### src/rtl/mul4_eval_pkg.sv
// Shared constants for the 2x2-bit multiplier fitness scorer: FSM encoding,
// exhaustive round-0 stimulus/golden vectors and the LFSR feedback mask.
package mul4_eval_pkg;

  typedef logic [2:0] state_t;

  localparam state_t StIdle   = 3'd0;
  localparam state_t StLoad   = 3'd1;
  localparam state_t StWait   = 3'd2;
  localparam state_t StSample = 3'd3;
  localparam state_t StFinish = 3'd4;

  // Lane i carries operands a = i[3:2], b = i[1:0].
  localparam logic [15:0] Round0A1 = 16'hFF00;
  localparam logic [15:0] Round0A0 = 16'hF0F0;
  localparam logic [15:0] Round0B1 = 16'hCCCC;
  localparam logic [15:0] Round0B0 = 16'hAAAA;

  localparam logic [15:0] Round0G3 = 16'h8000;
  localparam logic [15:0] Round0G2 = 16'h4C00;
  localparam logic [15:0] Round0G1 = 16'h6AC0;
  localparam logic [15:0] Round0G0 = 16'hA0A0;

  localparam logic [15:0] LfsrMask = 16'hB400;

  function automatic logic [15:0] lfsr_step(input logic [15:0] s);
    return {1'b0, s[15:1]} ^ (s[0] ? LfsrMask : 16'h0000);
  endfunction

endpackage

### src/rtl/mul4_golden.sv
// Bit-sliced reference 2x2-bit multiplier: 16 independent lanes, one bit per lane.
module mul4_golden (
  input  logic [15:0] a1_i,
  input  logic [15:0] a0_i,
  input  logic [15:0] b1_i,
  input  logic [15:0] b0_i,
  output logic [15:0] g3_o,
  output logic [15:0] g2_o,
  output logic [15:0] g1_o,
  output logic [15:0] g0_o
);

  assign g0_o = a0_i & b0_i;
  assign g1_o = (a1_i & b0_i) ^ (a0_i & b1_i);
  assign g2_o = (a1_i & b1_i) & ~(a0_i & b0_i);
  assign g3_o = a1_i & a0_i & b1_i & b0_i;

endmodule

### src/rtl/mul4_fitness_scorer.sv
// Drives stimulus rounds into a candidate 2x2 multiplier, counts correct output
// bits against the built-in golden product and reports the total as a score.
module mul4_fitness_scorer
  import mul4_eval_pkg::*;
#(
  parameter int unsigned NUM_ROUNDS  = 4,
  parameter int unsigned DUT_LATENCY = 0,
  parameter logic [15:0] LFSR_SEED   = 16'hACE1,
  parameter int unsigned SCORE_W     = $clog2(64 * NUM_ROUNDS + 1)
) (
  input  logic               clk,
  input  logic               rst,
  input  logic               start,
  output logic               busy,
  output logic               done,
  output logic [15:0]        a1,
  output logic [15:0]        a0,
  output logic [15:0]        b1,
  output logic [15:0]        b0,
  input  logic [15:0]        y3,
  input  logic [15:0]        y2,
  input  logic [15:0]        y1,
  input  logic [15:0]        y0,
  output logic [SCORE_W-1:0] score,
  output logic               perfect
);

  localparam int unsigned RndW = (NUM_ROUNDS > 1) ? $clog2(NUM_ROUNDS) : 1;
  localparam int unsigned CntW = (DUT_LATENCY > 1) ? $clog2(DUT_LATENCY + 1) : 1;
  localparam logic [RndW-1:0]    LastRound = RndW'(NUM_ROUNDS - 1);
  localparam logic [SCORE_W-1:0] FullScore = SCORE_W'(64 * NUM_ROUNDS);

  function automatic logic [6:0] popcount64(input logic [63:0] v);
    logic [6:0] c;
    c = '0;
    for (int i = 0; i < 64; i++) begin
      c = c + {6'd0, v[i]};
    end
    return c;
  endfunction

  state_t             state_q, state_d;
  logic [RndW-1:0]    round_q, round_d;
  logic [CntW-1:0]    cnt_q, cnt_d;
  logic [15:0]        lfsr_q, lfsr_d;
  logic [SCORE_W-1:0] acc_q, acc_d;
  logic [SCORE_W-1:0] score_q, score_d;
  logic [15:0]        a1_q, a1_d, a0_q, a0_d, b1_q, b1_d, b0_q, b0_d;

  logic [15:0] g3, g2, g1, g0;
  logic [15:0] s1, s2, s3, s4;
  logic [63:0] mismatch;
  logic [6:0]  match_cnt;

  mul4_golden u_golden (
    .a1_i (a1_q),
    .a0_i (a0_q),
    .b1_i (b1_q),
    .b0_i (b0_q),
    .g3_o (g3),
    .g2_o (g2),
    .g1_o (g1),
    .g0_o (g0)
  );

  // Four unrolled LFSR steps supply one pseudo-random round.
  assign s1 = lfsr_step(lfsr_q);
  assign s2 = lfsr_step(s1);
  assign s3 = lfsr_step(s2);
  assign s4 = lfsr_step(s3);

  assign mismatch  = {g3 ^ y3, g2 ^ y2, g1 ^ y1, g0 ^ y0};
  assign match_cnt = 7'd64 - popcount64(mismatch);

  always_comb begin
    state_d = state_q;
    round_d = round_q;
    cnt_d   = cnt_q;
    lfsr_d  = lfsr_q;
    acc_d   = acc_q;
    score_d = score_q;
    a1_d    = a1_q;
    a0_d    = a0_q;
    b1_d    = b1_q;
    b0_d    = b0_q;

    case (state_q)
      StIdle: begin
        if (start) begin
          acc_d   = '0;
          round_d = '0;
          lfsr_d  = LFSR_SEED;
          score_d = '0;
          state_d = StLoad;
        end
      end
      StLoad: begin
        if (round_q == '0) begin
          a1_d = Round0A1;
          a0_d = Round0A0;
          b1_d = Round0B1;
          b0_d = Round0B0;
        end else begin
          a1_d   = s1;
          a0_d   = s2;
          b1_d   = s3;
          b0_d   = s4;
          lfsr_d = s4;
        end
        if (DUT_LATENCY == 0) begin
          state_d = StSample;
        end else begin
          cnt_d   = CntW'(DUT_LATENCY);
          state_d = StWait;
        end
      end
      StWait: begin
        if (cnt_q == CntW'(1)) begin
          state_d = StSample;
        end else begin
          cnt_d = cnt_q - CntW'(1);
        end
      end
      StSample: begin
        acc_d = acc_q + SCORE_W'(match_cnt);
        if (round_q == LastRound) begin
          // Publish on entry to FINISH so score is already valid alongside done.
          score_d = acc_d;
          state_d = StFinish;
        end else begin
          round_d = round_q + RndW'(1);
          state_d = StLoad;
        end
      end
      StFinish: state_d = StIdle;
      default:  state_d = StIdle;
    endcase
  end

  always_ff @(posedge clk) begin
    if (rst) begin
      state_q <= StIdle;
      round_q <= '0;
      cnt_q   <= '0;
      lfsr_q  <= LFSR_SEED;
      acc_q   <= '0;
      score_q <= '0;
      a1_q    <= '0;
      a0_q    <= '0;
      b1_q    <= '0;
      b0_q    <= '0;
    end else begin
      state_q <= state_d;
      round_q <= round_d;
      cnt_q   <= cnt_d;
      lfsr_q  <= lfsr_d;
      acc_q   <= acc_d;
      score_q <= score_d;
      a1_q    <= a1_d;
      a0_q    <= a0_d;
      b1_q    <= b1_d;
      b0_q    <= b0_d;
    end
  end

  assign busy    = (state_q == StLoad) || (state_q == StWait) || (state_q == StSample);
  assign done    = (state_q == StFinish);
  assign score   = score_q;
  assign perfect = (score_q == FullScore);
  assign a1      = a1_q;
  assign a0      = a0_q;
  assign b1      = b1_q;
  assign b0      = b0_q;

endmodule

### config.mk
export PLATFORM = sky130hd
export DESIGN_NAME = mul4_fitness_scorer
export DESIGN_NICKNAME = d
export VERILOG_FILES = /design/src/rtl/mul4_eval_pkg.sv /design/src/rtl/mul4_golden.sv /design/src/rtl/mul4_fitness_scorer.sv
export SDC_FILE = /design/constraint.sdc
export NUM_CORES = 1
export LEC_CHECK = 0
export ABC_AREA = 0
export BUFFER_PORTS_ARGS = -buffer_cell sky130_fd_sc_hd__buf_2
export CORE_MARGIN = 2
export CORE_UTILIZATION = 45
export DETAILED_ROUTE_END_ITERATION = 6
export GPL_ROUTABILITY_DRIVEN = 0
export PLACE_DENSITY = 0.65
export SETUP_SLACK_MARGIN = 0.05
export SYNTH_ARGS = -nofsm -noshare
export SYNTH_HDL_FRONTEND = slang
export SYNTH_HIERARCHICAL = 1
export SYNTH_SLANG_ARGS = --single-unit
### constraint.sdc
create_clock -name clk -period 23.8 [get_ports clk]
set_clock_uncertainty 0.05 [all_clocks]
set_input_delay 4.76 -clock clk [delete_from_list [all_inputs] [get_ports clk]]
set_output_delay 4.76 -clock clk [all_outputs]
set_load 0.01 [all_outputs]
======== Word level (Yosys, flattened, before mapping) ========
Index checks and enable logic that the tools add are counted.
cells by class
  $add $sub $neg .......................... 67
  multipliers ............................. 0
  divide/modulo/power cells ............... 0
  order comparisons ....................... 0
  equal/unequal tests ..................... 11
  shift operators ......................... 0
  muxes and demuxes ....................... 23
  bitwise gates (word level) .............. 18
  reductions and logical operators ........ 11
operators with widths
  kind                                                                    number
  7-bit by 1-bit adder with 7-bit output                                  57
  16-bit 2-to-1 mux                                                       10
  16-bit AND                                                              8
  16-bit XOR                                                              5
  15-bit by 16-bit XOR with 16-bit output                                 4
  9-bit one-hot mux with 2 select lines                                   2
  16-bit one-hot mux with 2 select lines                                  1
  9-bit 2-to-1 mux                                                        2
  16-bit inverter                                                         1
  3-bit one-hot mux with 4 select lines                                   1
  2-bit != test (second input constant)                                   5
  9-bit by 7-bit adder with 9-bit output                                  1
  9-bit equality test (second input constant)                             1
  3-bit 2-to-1 mux                                                        3
  3-bit AND reduction                                                     3
  6-bit by 1-bit adder with 7-bit output                                  1
  7-bit subtractor (first input constant)                                 1
  5-bit by 1-bit adder with 6-bit output                                  1
  3-bit by 2-bit equality test with 1-bit output (second input constant)  2
  4-bit by 1-bit adder with 5-bit output                                  1
  3-bit by 1-bit adder with 4-bit output                                  1
  2-bit 2-to-1 mux                                                        2
  2-bit one-hot mux with 2 select lines                                   1
  2-bit AND reduction                                                     2
  12 further kinds                                                        14
word-level totals
  flip-flop bits (word level) ............. 104
  latch bits .............................. 0
  RAM bits ................................ 0
  memory bits (read-only) ................. 0
  bits of input ports ..................... 67
  output and inout bits ................... 76
  word-level logic and storage cells ...... 140
  memories kept ........................... 0

======== Depth between registers and ports, before layout ========
Gate-level depths: netlist of the first run.
  word-level depth ........................ 69
  gate-level depth with buffers ........... 31
  mapped depth without buffers ............ 31

======== Modules after synthesis ========
Netlist of the first run, hierarchy kept.
modules (own cells, without submodules)
  module               instances  cells an instance  area an instance (um^2)  seq. area each (um^2)
  mul4_fitness_scorer  1          716                6,501.2                  1,521.5
  mul4_golden          1          112                633.1                    0.0

======== Worst setup path after synthesis of the first run ========
OpenSTA, ideal clock, no wires.
  path type ............................... in2reg
  start ................................... input y0[4]
  end ..................................... register score_q[7], in the netlist score[7]
  library setup time ...................... 0.095 ns
  arrival time ............................ 11.579 ns
  data required time ...................... 23.655 ns
  setup slack ............................. 12.076 ns
  stages .................................. 25
  buffers on the path ..................... 0
  cell sequence ........................... xor2_1 > fa_1 > inv_1 > ha_1 > fa_1 > inv_1 > fa_1 > inv_1 > fa_1 > fa_1 > fa_1 > fa_1 > fa_1 > inv_1 > ha_1 > inv_1 > ha_1 > a21o_1 > a2111oi_0 > nor3_1 > ha_1 > a21oi_1 > o21ai_0 > or2_2 > o311ai_1
between the ends
  word-level cells in the longest chain between the ends .. 65
ends and longest elaborated chain
  item                                                   line                        text
  start, declared                                        mul4_fitness_scorer.sv:23   input logic [15:0] y0,
  16-bit XOR                                             mul4_fitness_scorer.sv:72   assign mismatch = {g3 ^ y3, g2 ^ y2, g1 ^ y1, g0 ^ y0};
  4-bit by 1-bit adder with 5-bit output                 mul4_fitness_scorer.sv:37   c = c + {6'd0, v[i]};
  5-bit by 1-bit adder with 6-bit output                 mul4_fitness_scorer.sv:37
  6-bit by 1-bit adder with 7-bit output                 mul4_fitness_scorer.sv:37
  7-bit by 1-bit adder with 7-bit output (57 in series)  mul4_fitness_scorer.sv:37
  7-bit subtractor                                       mul4_fitness_scorer.sv:73   assign match_cnt = 7'd64 - popcount64(mismatch);
  9-bit by 7-bit adder with 9-bit output                 mul4_fitness_scorer.sv:125  acc_d = acc_q + SCORE_W'(match_cnt);
  9-bit 2-to-1 mux                                       mul4_fitness_scorer.sv:126  if (round_q == LastRound) begin
  9-bit one-hot mux with 2 select lines                  mul4_fitness_scorer.sv:87   case (state_q)
  end signal, assigned                                   mul4_fitness_scorer.sv:158  score_q <= score_d;
  end, declared                                          mul4_fitness_scorer.sv:47   logic [SCORE_W-1:0] score_q, score_d;
No other way between the ends. The select of a mux whose other input is x is not followed.
A chain may end at the register's enable or synchronous reset.

======== Final worst setup path of the first run ========
  start ................................... input y0[1]
  end ..................................... register score_q[7], in the netlist score[7]
between the ends
  word-level cells in the longest chain between the ends .. 68
ends and longest elaborated chain
  item                                                   line
  16-bit XOR                                             mul4_fitness_scorer.sv:72
  1-bit by 1-bit adder with 2-bit output                 mul4_fitness_scorer.sv:37
  2-bit by 1-bit adder with 3-bit output                 mul4_fitness_scorer.sv:37
  3-bit by 1-bit adder with 4-bit output                 mul4_fitness_scorer.sv:37
  4-bit by 1-bit adder with 5-bit output                 mul4_fitness_scorer.sv:37
  5-bit by 1-bit adder with 6-bit output                 mul4_fitness_scorer.sv:37
  6-bit by 1-bit adder with 7-bit output                 mul4_fitness_scorer.sv:37
  7-bit by 1-bit adder with 7-bit output (57 in series)  mul4_fitness_scorer.sv:37
  7-bit subtractor                                       mul4_fitness_scorer.sv:73
  9-bit by 7-bit adder with 9-bit output                 mul4_fitness_scorer.sv:125
  9-bit 2-to-1 mux                                       mul4_fitness_scorer.sv:126
  9-bit one-hot mux with 2 select lines                  mul4_fitness_scorer.sv:87
No other way between the ends. The select of a mux whose other input is x is not followed.

==> results by group, run 1 <==
Status
  • Outcome: finished clean

CTS
  • Worst-Skew Late Latency: 0.34 ns
  • Reg clk slew, reported paths: 0.06 ns
  • CTS root buf: clkbuf_16
  • Num Clock Sinks: 76
  • H-tree levels: 3
  • Cts hold-fix bufs: 0
  • Total CTS buffers: 9
  • Post-CTS sizing: 0
  • Postcts setup bufs: 0
  • CTS Buffer Depth: 2
  • CTS tree: yes

STA
  • Final Hold Vio Count: 0
  • Fin Hold WS: 0.413 ns
  • Max Clk Rate: 0.0844 GHz
  • Setup violations, final: 0
  • Rel. slew slack: 0.445
  • Minimum clock period: 11.85 ns
  • Post-route setup TNS: 0 ns
  • Slew Limit Fails: 0
  • Final period utilization: 0.498
  • Actual slew at the worst max-slew pin: 0.833 ns
  • RSZ-0062 raised after global routing: no

Worst setup path
  • WP data required: 24.00 ns
  • CP endpoint kind: flop
  • Worst EP arrival: 12.05 ns
  • Crit path launch type: input port
  • Critical path type: input port to flop
  • Worst Path Max Fanout: 4

Global route
  • Largest net degree at the start of global routing: 85
  • GRT Overall Usage: 0.220
  • GRT overflow: 0
  • First-pass GRT wire length: 28,600 um
  • Number of global-route vias before repair: 5,467
  • Initial antenna violation count: 0

Floorplan
  • Die H: 130 um
  • Effective utilization at floorplan: 0.454
  • Core area: 0.0157 mm2
  • Die Area: 0.0169 mm2
  • Ports: 143
  • Die W: 130 um
  • Rows: 46

Synthesis
  • Dominant cells by area after synthesis: dfxtp_1 (21%), fa_1 (15%), ha_1 (12%)
  • Post-synthesis cell count: 828
  • Yosys top cell by area: dfxtp_1
  • Synth Flop Type: dfxtp_1
  • Net Count, Synth: 1,019
  • FF+latch count, synth: 76
  • Post-synth top area share: 0.213
  • Post-Syn Area: 0.00713 mm2
  • Avg Inst Size Synth: 8.62 um2
  • Fraction of synthesis flops using an asynchronous set or reset pin: 0
  • Synth cell types: 55
  • Number of synthesized flops with an enable pin: 0
  • Seq/Total Area, Yosys: 0.213
  • Synth warn: 6

Final layout
  • Antenna cells: 0
  • Commonest non-fill, non-tap cell in the layout: buf_2
  • NumNets Final: 1,120
  • Post-Route Utilization: 0.515
  • Most used cells in the layout excluding fill and tap cells: buf_2 (142), inv_1 (102), nand2_1 (88)
  • Layout area overhead: 13.3%
  • FILL cells: 1,516
  • Layout cell share with drive strength beyond 1: 0.206

Place
  • DP HPWL: 14,500 um
  • Port-buffer cells: 142

Routing
  • Via count: 5,719
  • Vias/cell: 4.98
  • Initial DRC Count: 314
  • Drt wl/cell: 15.8 um
  • DRC: 0
  • Post-route ant nets: 0
  • Final WL: 18,200 um
  • Pre-antenna DRT Iters: 5

Min path
  • Worst Hold Class: flop to flop

Flow run
  • Max-cap violations: 0
[cell families (layout without fill, tap and decap cells)]
family	Yosys count	after routing	synth area share
flip-flops	76	76	0.213
adder cells (fa/ha/maj)	124	124	0.274
AND/OR/NAND/NOR	271	271	0.193
AO/OA/AOI/OAI	102	102	0.0973
XOR/XNOR	97	97	0.119
buffers and inverters	158	263	0.103
[worst paths after layout]
| kind | slack (ns) | from | cells after the start | endpoint |
|---|---|---|---|---|
| worst max register to register | 15.63 | a1[3]$_SDFFE_PP0P_ | 27 | score[7]$_SDFFE_PP0P_ |
| worst min register to register | 0.41 | acc_q[4]$_SDFFE_PP0P_ | 2 | acc_q[4]$_SDFFE_PP0P_ |
| worst max-delay path | 11.95 | y0[1] | 26 | score[7]$_SDFFE_PP0P_ |
| worst min-delay path | 0.41 | acc_q[4]$_SDFFE_PP0P_ | 2 | acc_q[4]$_SDFFE_PP0P_ |
[routing by layer]
metal | global-route usage | up-vias | part of all wire
li1 | - | 2875 | -
met1 | 0.310 | 2697 | 0.47
met2 | 0.352 | 124 | 0.47
met3 | 0.0344 | 23 | 0.040
met4 | 0.0614 | 0 | 0.017
met5 | 0 | - | 0
[state kept, by name, summed over array words and instances, names as in the netlist]
signal / flops
lfsr_q: 16
a1: 15
a0: 10
acc_q: 9
score: 9
b1: 6
b0: 5
state_q: 3
round_q: 2
cnt_q: 1
[worst max-delay path: stages]
cell and delay, ns:
buf_2 0.10, xor2_1 0.17, fa_1 0.54, inv_1 0.05
ha_1 0.19, fa_1 0.50, inv_1 0.07, fa_1 0.41
inv_1 0.08, fa_1 0.44, fa_1 0.46, fa_1 0.50
fa_1 0.52, fa_1 0.54, inv_1 0.04, ha_1 0.26
inv_1 0.04, ha_1 0.32, a21o_1 0.20, a2111oi_0 0.40
nor3_1 0.14, ha_1 0.34, a21oi_1 0.22, o21ai_0 0.19
or2_2 0.32, o311ai_1 0.25
[synth_stat cells, types with 6 or more instances]
master and instances:
o22ai_1 8, buf_2 10, a21o_1 6, a21oi_1 38
fa_1 54, o211ai_1 10, xor2_1 54, inv_1 102
nor3_1 36, nand2_1 88, ha_1 70, and3_1 16
nor2_1 59, nand3b_1 17, xnor2_1 43, dfxtp_1 76
o21ai_0 7, buf_4 29, nand3_1 8, clkbuf_1 13
or2_2 6, and2_4 14
[layout make-up]
cell class | instances | area, um2 | area share
Timing Repair Buffer | 146 | 741 | 0.0916
Clock buffer | 12 | 246 | 0.0305
Multi-Input combinational cell | 594 | 4880 | 0.603
Tap cell | 216 | 270 | 0.0334
Inverter | 102 | 383 | 0.0474
Sequential cell | 76 | 1520 | 0.188
Clock inverter | 3 | 47.5 | 0.00588
[metrics by stage]
step	std cells	setup WS, ns	cell area [um2]
3_5_place_dp	1134	11.58	7790
3_3_place_gp	1134	11.69	7790
6_report	1149	11.95	8090
2_1_floorplan	828	12.08	7130
4_1_cts	1149	11.91	8090
5_1_grt	1149	11.44	8090
Power of run 1 is left out: the tool's default activity adds up to more than one toggle a clock period on the data nets, which glitch-free logic cannot reach.
==> run 2: changes to the inputs <==
==> constraint.sdc (replaced) <==
create_clock -name clk -period 12.2 [get_ports clk]
set_clock_uncertainty 0.05 [all_clocks]
set_input_delay 2.44 -clock clk [delete_from_list [all_inputs] [get_ports clk]]
set_output_delay 2.44 -clock clk [all_outputs]
set_load 0.01 [all_outputs]
==> run 2 against run 1 <==
  * Utilization hardly changed
  * Register-to-register slack got worse by 12 ns
  * Via count grew 0.68%
  * Non-clock buffer count unchanged
  * Global-route usage up 0.13 points
  * Cell count about the same
  * Critical path depth stayed put
  * Critical endpoint unchanged
  * Routed wire length increased by 0.82%
  * Sequential share of layout area barely moved
  * Largest cell class unchanged
  * Worst hold slack better by 0.00062 ns
  * First-iteration DRC count up 25%
  * Cell area hardly changed
==> results by group, run 2 (synthesis gave the netlist of run 1 again) <==
Status
  • Outcome: finished clean (unchanged)

Worst setup path
  • Crit path launch type: input port (unchanged)
  • Largest stage delay on the critical path: 0.55 ns (was 0.54 ns)
  • Delay-heaviest family, CP: adder cells (unchanged)
  • Worst Path Max Fanout: 4 (unchanged)
  • CP endpoint kind: flop (unchanged)
  • Critical path type: input port to flop (unchanged)
  • Slowest cell on the critical path: fa_1 (unchanged)
  • Most frequent cell on the critical path: fa_1 (unchanged)
  • WP data required: 12.39 ns (was 24.00 ns)
  • Worst EP arrival: 9.71 ns (was 12.05 ns)
  • Buf/Inv on CP: 6 (unchanged)

CTS
  • Cts hold-fix bufs: 0 (unchanged)
  • Post-CTS sizing: 0 (unchanged)
  • Worst-Skew Late Latency: 0.34 ns (about the same)
  • CTS Buffer Depth: 2 (unchanged)
  • CTS tree: yes (unchanged)
  • Total CTS buffers: 9 (unchanged)
  • H-tree levels: 3 (unchanged)
  • Postcts setup bufs: 0 (unchanged)
  • Num Clock Sinks: 76 (unchanged)
  • Reg clk slew, reported paths: 0.06 ns (about the same)
  • CTS root buf: clkbuf_16 (unchanged)

Final layout
  • Largest register by flop count: lfsr_q (unchanged)
  • Most used cells in the layout excluding fill and tap cells: buf_2 (142), inv_1 (102), nand2_1 (88) (unchanged)
  • FILL cells: 1,523 (was 1,516)
  • Layout area overhead: 13.4% (was 13.3%)
  • NumNets Final: 1,120 (unchanged)
  • Layout cell share with drive strength beyond 1: 0.209 (was 0.206)
  • Antenna cells: 0 (unchanged)
  • Number of flip-flops under the largest register name: 16 (unchanged)
  • Commonest non-fill, non-tap cell in the layout: buf_2 (unchanged)

Place
  • DP HPWL: 14,500 um (about the same)
  • Port-buffer cells: 142 (unchanged)

STA
  • Rel. slew slack: 0.425 (was 0.445)
  • Actual slew at the worst max-slew pin: 0.862 ns (was 0.833 ns)
  • Max Clk Rate: 0.105 GHz
  • Minimum clock period: 9.52 ns
  • RSZ-0062 raised after global routing: no (unchanged)
  • Setup violations, final: 0 (unchanged)
  • Post-route setup TNS: 0 ns (unchanged)
  • Final period utilization: 0.780
  • Slew Limit Fails: 0 (unchanged)
  • Final Hold Vio Count: 0 (unchanged)

Routing
  • DRC: 0 (unchanged)
  • Drt wl/cell: 16.0 um (was 15.8 um)
  • Met2 WL: 8590 um (was 8570 um)
  • Pre-antenna DRT Iters: 5 (unchanged)
  • Routed wl met3: 695 um (was 728 um)
  • Post-route ant nets: 0 (unchanged)
  • DRT met1 WL: 8660 um (was 8590 um)
  • Final WL: 18,400 um (was 18,200 um)
  • Initial DRC Count: 393 (was 314)
  • Via count: 5,758 (was 5,719)
  • Max Used Layer: met4 (unchanged)
  • Vias/cell: 5.01 (was 4.98)

Min path
  • Worst Hold Class: flop to flop (unchanged)

Floorplan
  • Die H: 130 um (unchanged)
  • Effective utilization at floorplan: 0.454 (unchanged)
  • Ports: 143 (unchanged)
  • Rows: 46 (unchanged)
  • Die Area: 0.0169 mm2 (unchanged)
  • Core area: 0.0157 mm2 (unchanged)
  • Die W: 130 um (unchanged)

Global route
  • Initial antenna violation count: 0 (unchanged)
  • Largest net degree at the start of global routing: 85 (unchanged)
  • GRT overflow: 0 (unchanged)
  • Number of global-route vias before repair: 5,505 (was 5,467)
  • First-pass GRT wire length: 28,600 um (about the same)
  • GRT Overall Usage: 0.221 (was 0.220)

Flow run
  • Max-cap violations: 0 (unchanged)
==> run 2: tightest hold or removal path, cell delays in order (launching register included) <==
cell	delay [ns]
dfxtp_1	0.31
nand2_1	0.05
a21oi_1	0.05
==> run 2: cell type report <==
type                    count  area (um2)  share of cell area
clock buffers              12         267              0.0330
inverters                 102         383              0.0473
repair buffers            146         741              0.0916
multi-input cells         594        4880               0.603
well taps                 216         270              0.0334
flip-flops and latches     76        1520               0.188
clock inverters             4        30.0             0.00371
==> run 2: worst paths after layout <==
kind                          from                    end  slack (ns)  cells past startpoint
max                          y0[1]  score[7]$_SDFFE_PP0P_        2.68                     26
min          acc_q[4]$_SDFFE_PP0P_  acc_q[4]$_SDFFE_PP0P_        0.41                      2
max reg2reg     a1[1]$_SDFFE_PP0P_  score[7]$_SDFFE_PP0P_        4.05                     27
min reg2reg  acc_q[4]$_SDFFE_PP0P_  acc_q[4]$_SDFFE_PP0P_        0.41                      2
==> run 2: per-stage QoR <==
step / worst slack [ns] / utilization / area (um2) / hold slack, ns / cells
after floorplan: 2.80 / - / 7130 / 0.391 / 828
after global placement: 2.42 / 0.496 / 7790 / 0.399 / 1134
after detailed placement: 2.32 / 0.496 / 7790 / 0.407 / 1134
after CTS: 2.65 / 0.515 / 8090 / 0.414 / 1150
after global routing: 2.16 / 0.515 / 8090 / 0.440 / 1150
final: 2.68 / 0.515 / 8090 / 0.414 / 1150
==> run 2: metal layers <==
layer / up-vias / GRT usage
li1: 2866 / -
met1: 2734 / 0.311
met2: 131 / 0.354
met3: 27 / 0.0295
met4: 0 / 0.0708
met5: - / 0
Power of run 2 is left out for the same reason.
==> run 3: changes to the inputs <==
--- a/config.mk
+++ b/config.mk
@@ -11,7 +11,7 @@
 export CORE_UTILIZATION = 45
 export DETAILED_ROUTE_END_ITERATION = 6
 export GPL_ROUTABILITY_DRIVEN = 0
-export PLACE_DENSITY = 0.65
+export PLACE_DENSITY = 0.68
 export SETUP_SLACK_MARGIN = 0.05
 export SYNTH_ARGS = -nofsm -noshare
 export SYNTH_HDL_FRONTEND = slang
==> constraint.sdc (replaced) <==
create_clock -name clk -period 7.9 [get_ports clk]
set_clock_uncertainty 0.05 [all_clocks]
set_input_delay 1.58 -clock clk [delete_from_list [all_inputs] [get_ports clk]]
set_output_delay 1.58 -clock clk [all_outputs]
set_load 0.01 [all_outputs]
==> run 3 against run 2 <==
  * The run now ends with setup timing left
  * First-iteration DRC count grew 6.6%
  * Global-route usage grew 0.44 points
  * Utilization grew 4.6 points
  * Die area is the same
  * Cell area grew 8.9%
  * Cell count grew 3.0%
  * Critical path depth grew 2
  * Routed wire length grew 4.0%
  * Register-to-register slack lost 3.7 ns
  * Worst hold slack gained 0.0026 ns
==> results by group, run 3 (synthesis gave the netlist of run 1 again) <==
STA
  • Actual slew at the worst max-slew pin: 1.19 ns (was 0.862 ns)
  • Slew Limit Fails: 0 (unchanged)
  • Setup violations, final: 7 (was 0)
  • Final Hold Vio Count: 0 (unchanged)
  • RSZ-0062 raised after global routing: yes (was no)
  • Max Clk Rate: 0.124 GHz
  • Rel. slew slack: 0.206 (was 0.425)
  • Fin Hold WS: 0.417 ns (was 0.414 ns)
  • Final worst-path setup slack: -0.173 ns (was 2.68 ns)
  • Minimum clock period: 8.07 ns
  • Final period utilization: 1.02

Routing
  • Drt wl/cell: 16.1 um (was 16.0 um)
  • Post-route ant nets: 0 (unchanged)
  • Pre-antenna DRT Iters: 7 (was 5)
  • Final WL: 19,100 um (was 18,400 um)
  • Vias/cell: 5.00 (was 5.01)
  • Via count: 5,927 (was 5,758)
  • Initial DRC Count: 419 (was 393)
  • DRC: 0 (unchanged)

Global route
  • Initial antenna violation count: 0 (unchanged)
  • First-pass GRT wire length: 29,400 um (was 28,600 um)
  • Number of global-route vias before repair: 5,710 (was 5,505)
  • GRT Overall Usage: 0.226 (was 0.221)
  • Largest net degree at the start of global routing: 85 (unchanged)
  • GRT overflow: 0 (unchanged)

Status
  • Outcome: finished, violations left (was finished clean)
  • Failing checks: setup timing

Floorplan
  • Die Area: 0.0169 mm2 (unchanged)
  • Effective utilization at floorplan: 0.454 (unchanged)
  • Core area: 0.0157 mm2 (unchanged)
  • Rows: 46 (unchanged)
  • Die H: 130 um (unchanged)
  • Ports: 143 (unchanged)
  • Die W: 130 um (unchanged)

Worst setup path
  • Worst EP arrival: 8.22 ns (was 9.71 ns)
  • Slowest cell on the critical path: fa_2 (was fa_1)
  • Largest stage delay on the critical path: 0.57 ns (was 0.55 ns)
  • Worst Path Max Fanout: 4 (unchanged)
  • Crit path launch type: input port (unchanged)
  • Delay-heaviest family, CP: adder cells (unchanged)
  • Worst reg-to-reg setup slack: 0.34 ns (was 4.05 ns)
  • Critical path type: input port to flop (unchanged)
  • CP endpoint kind: flop (unchanged)
  • WP data required: 8.04 ns (was 12.39 ns)
  • Buf/Inv on CP: 7 (was 6)

CTS
  • Cts hold-fix bufs: 0 (unchanged)
  • Worst-Skew Late Latency: 0.33 ns (was 0.34 ns)
  • Reg clk slew, reported paths: 0.06 ns (about the same)
  • CTS Buffer Depth: 2 (unchanged)
  • CTS root buf: clkbuf_16 (unchanged)
  • H-tree levels: 3 (unchanged)
  • CTS tree: yes (unchanged)
  • Total CTS buffers: 9 (unchanged)
  • Num Clock Sinks: 76 (unchanged)

Final layout
  • Antenna cells: 0 (unchanged)
  • Commonest non-fill, non-tap cell in the layout: buf_2 (unchanged)
  • Most used cells in the layout excluding fill and tap cells: buf_2 (138), inv_1 (90), nand2_1 (88) (was buf_2 (142), inv_1 (102), nand2_1 (88))
  • Non-Filler Instances: 1,185 (was 1,150)
  • Number of flip-flops under the largest register name: 16 (unchanged)
  • Layout area overhead: 23.4% (was 13.4%)
  • NumNets Final: 1,155 (was 1,120)
  • Post-Layout Inst Area: 0.00880 mm2 (was 0.00809 mm2)
  • Largest register by flop count: lfsr_q (unchanged)
  • FILL cells: 1,447 (was 1,523)
  • Layout cell share with drive strength beyond 1: 0.297 (was 0.209)

Place
  • Placed cells: 1,162 (was 1,134)
  • Port-buffer cells: 142 (unchanged)
  • DP Area: 0.00816 mm2 (was 0.00779 mm2)
  • DP HPWL: 14,900 um (was 14,500 um)
  • Pre-CTS setup slack: -0.598 ns (was 2.32 ns)

Min path
  • Worst Hold Class: flop to flop (unchanged)

Flow run
  • Max-cap violations: 0 (unchanged)
run 3: metrics by stage:
step           utilization  TNS, ns
4_1_cts              0.549   -0.564
2_1_floorplan            -   -0.231
6_report             0.560   -0.769
5_1_grt              0.560    -2.71
3_5_place_dp         0.519    -5.44
3_3_place_gp         0.519    -4.36
run 3: cell type report:
class	count	area [um2]	area share
multi-input cells	594	5270	0.599
flip-flops and latches	76	1520	0.173
repair buffers	181	1040	0.119
inverters	102	388	0.0441
well taps	216	270	0.0307
clock buffers	11	253	0.0287
clock inverters	5	57.6	0.00654
run 3: what timing repair did:
action,in CTS,in global routing
setup endpoints to repair,12,12
pin swaps,23,10
setup buffers,5,2
gates resized for setup,25,27
run 3: worst reg2reg max path, delay by kind of cell (launching register included):
kind	cells	cell delay, ns
xor gates and xnor gates	1	0.16
adders and majority gates	12	4.53
DFF	1	0.57
and+or+nand+nor	4	0.55
AOI/OAI and AO/OA	6	1.20
buffers and inverters	6	0.36
run 3: path summary, 6_finish.rpt:
kind	start	to	cells after the start
max reg2reg	a1[2]$_SDFFE_PP0P_	score[8]$_SDFFE_PP0P_	29
min reg2reg	score[2]$_SDFFE_PP0P_	score[2]$_SDFFE_PP0P_	2
min	score[2]$_SDFFE_PP0P_	score[2]$_SDFFE_PP0P_	2
max	y0[6]	score[8]$_SDFFE_PP0P_	28
run 3: metal layers:
metal	up-vias	wire, um	global-route usage
li1	2921	-	-
met1	2834	8610	0.314
met2	149	9210	0.369
met3	23	808	0.0275
met4	0	453	0.0670
met5	-	0	0
Power of run 3 is left out for the same reason.
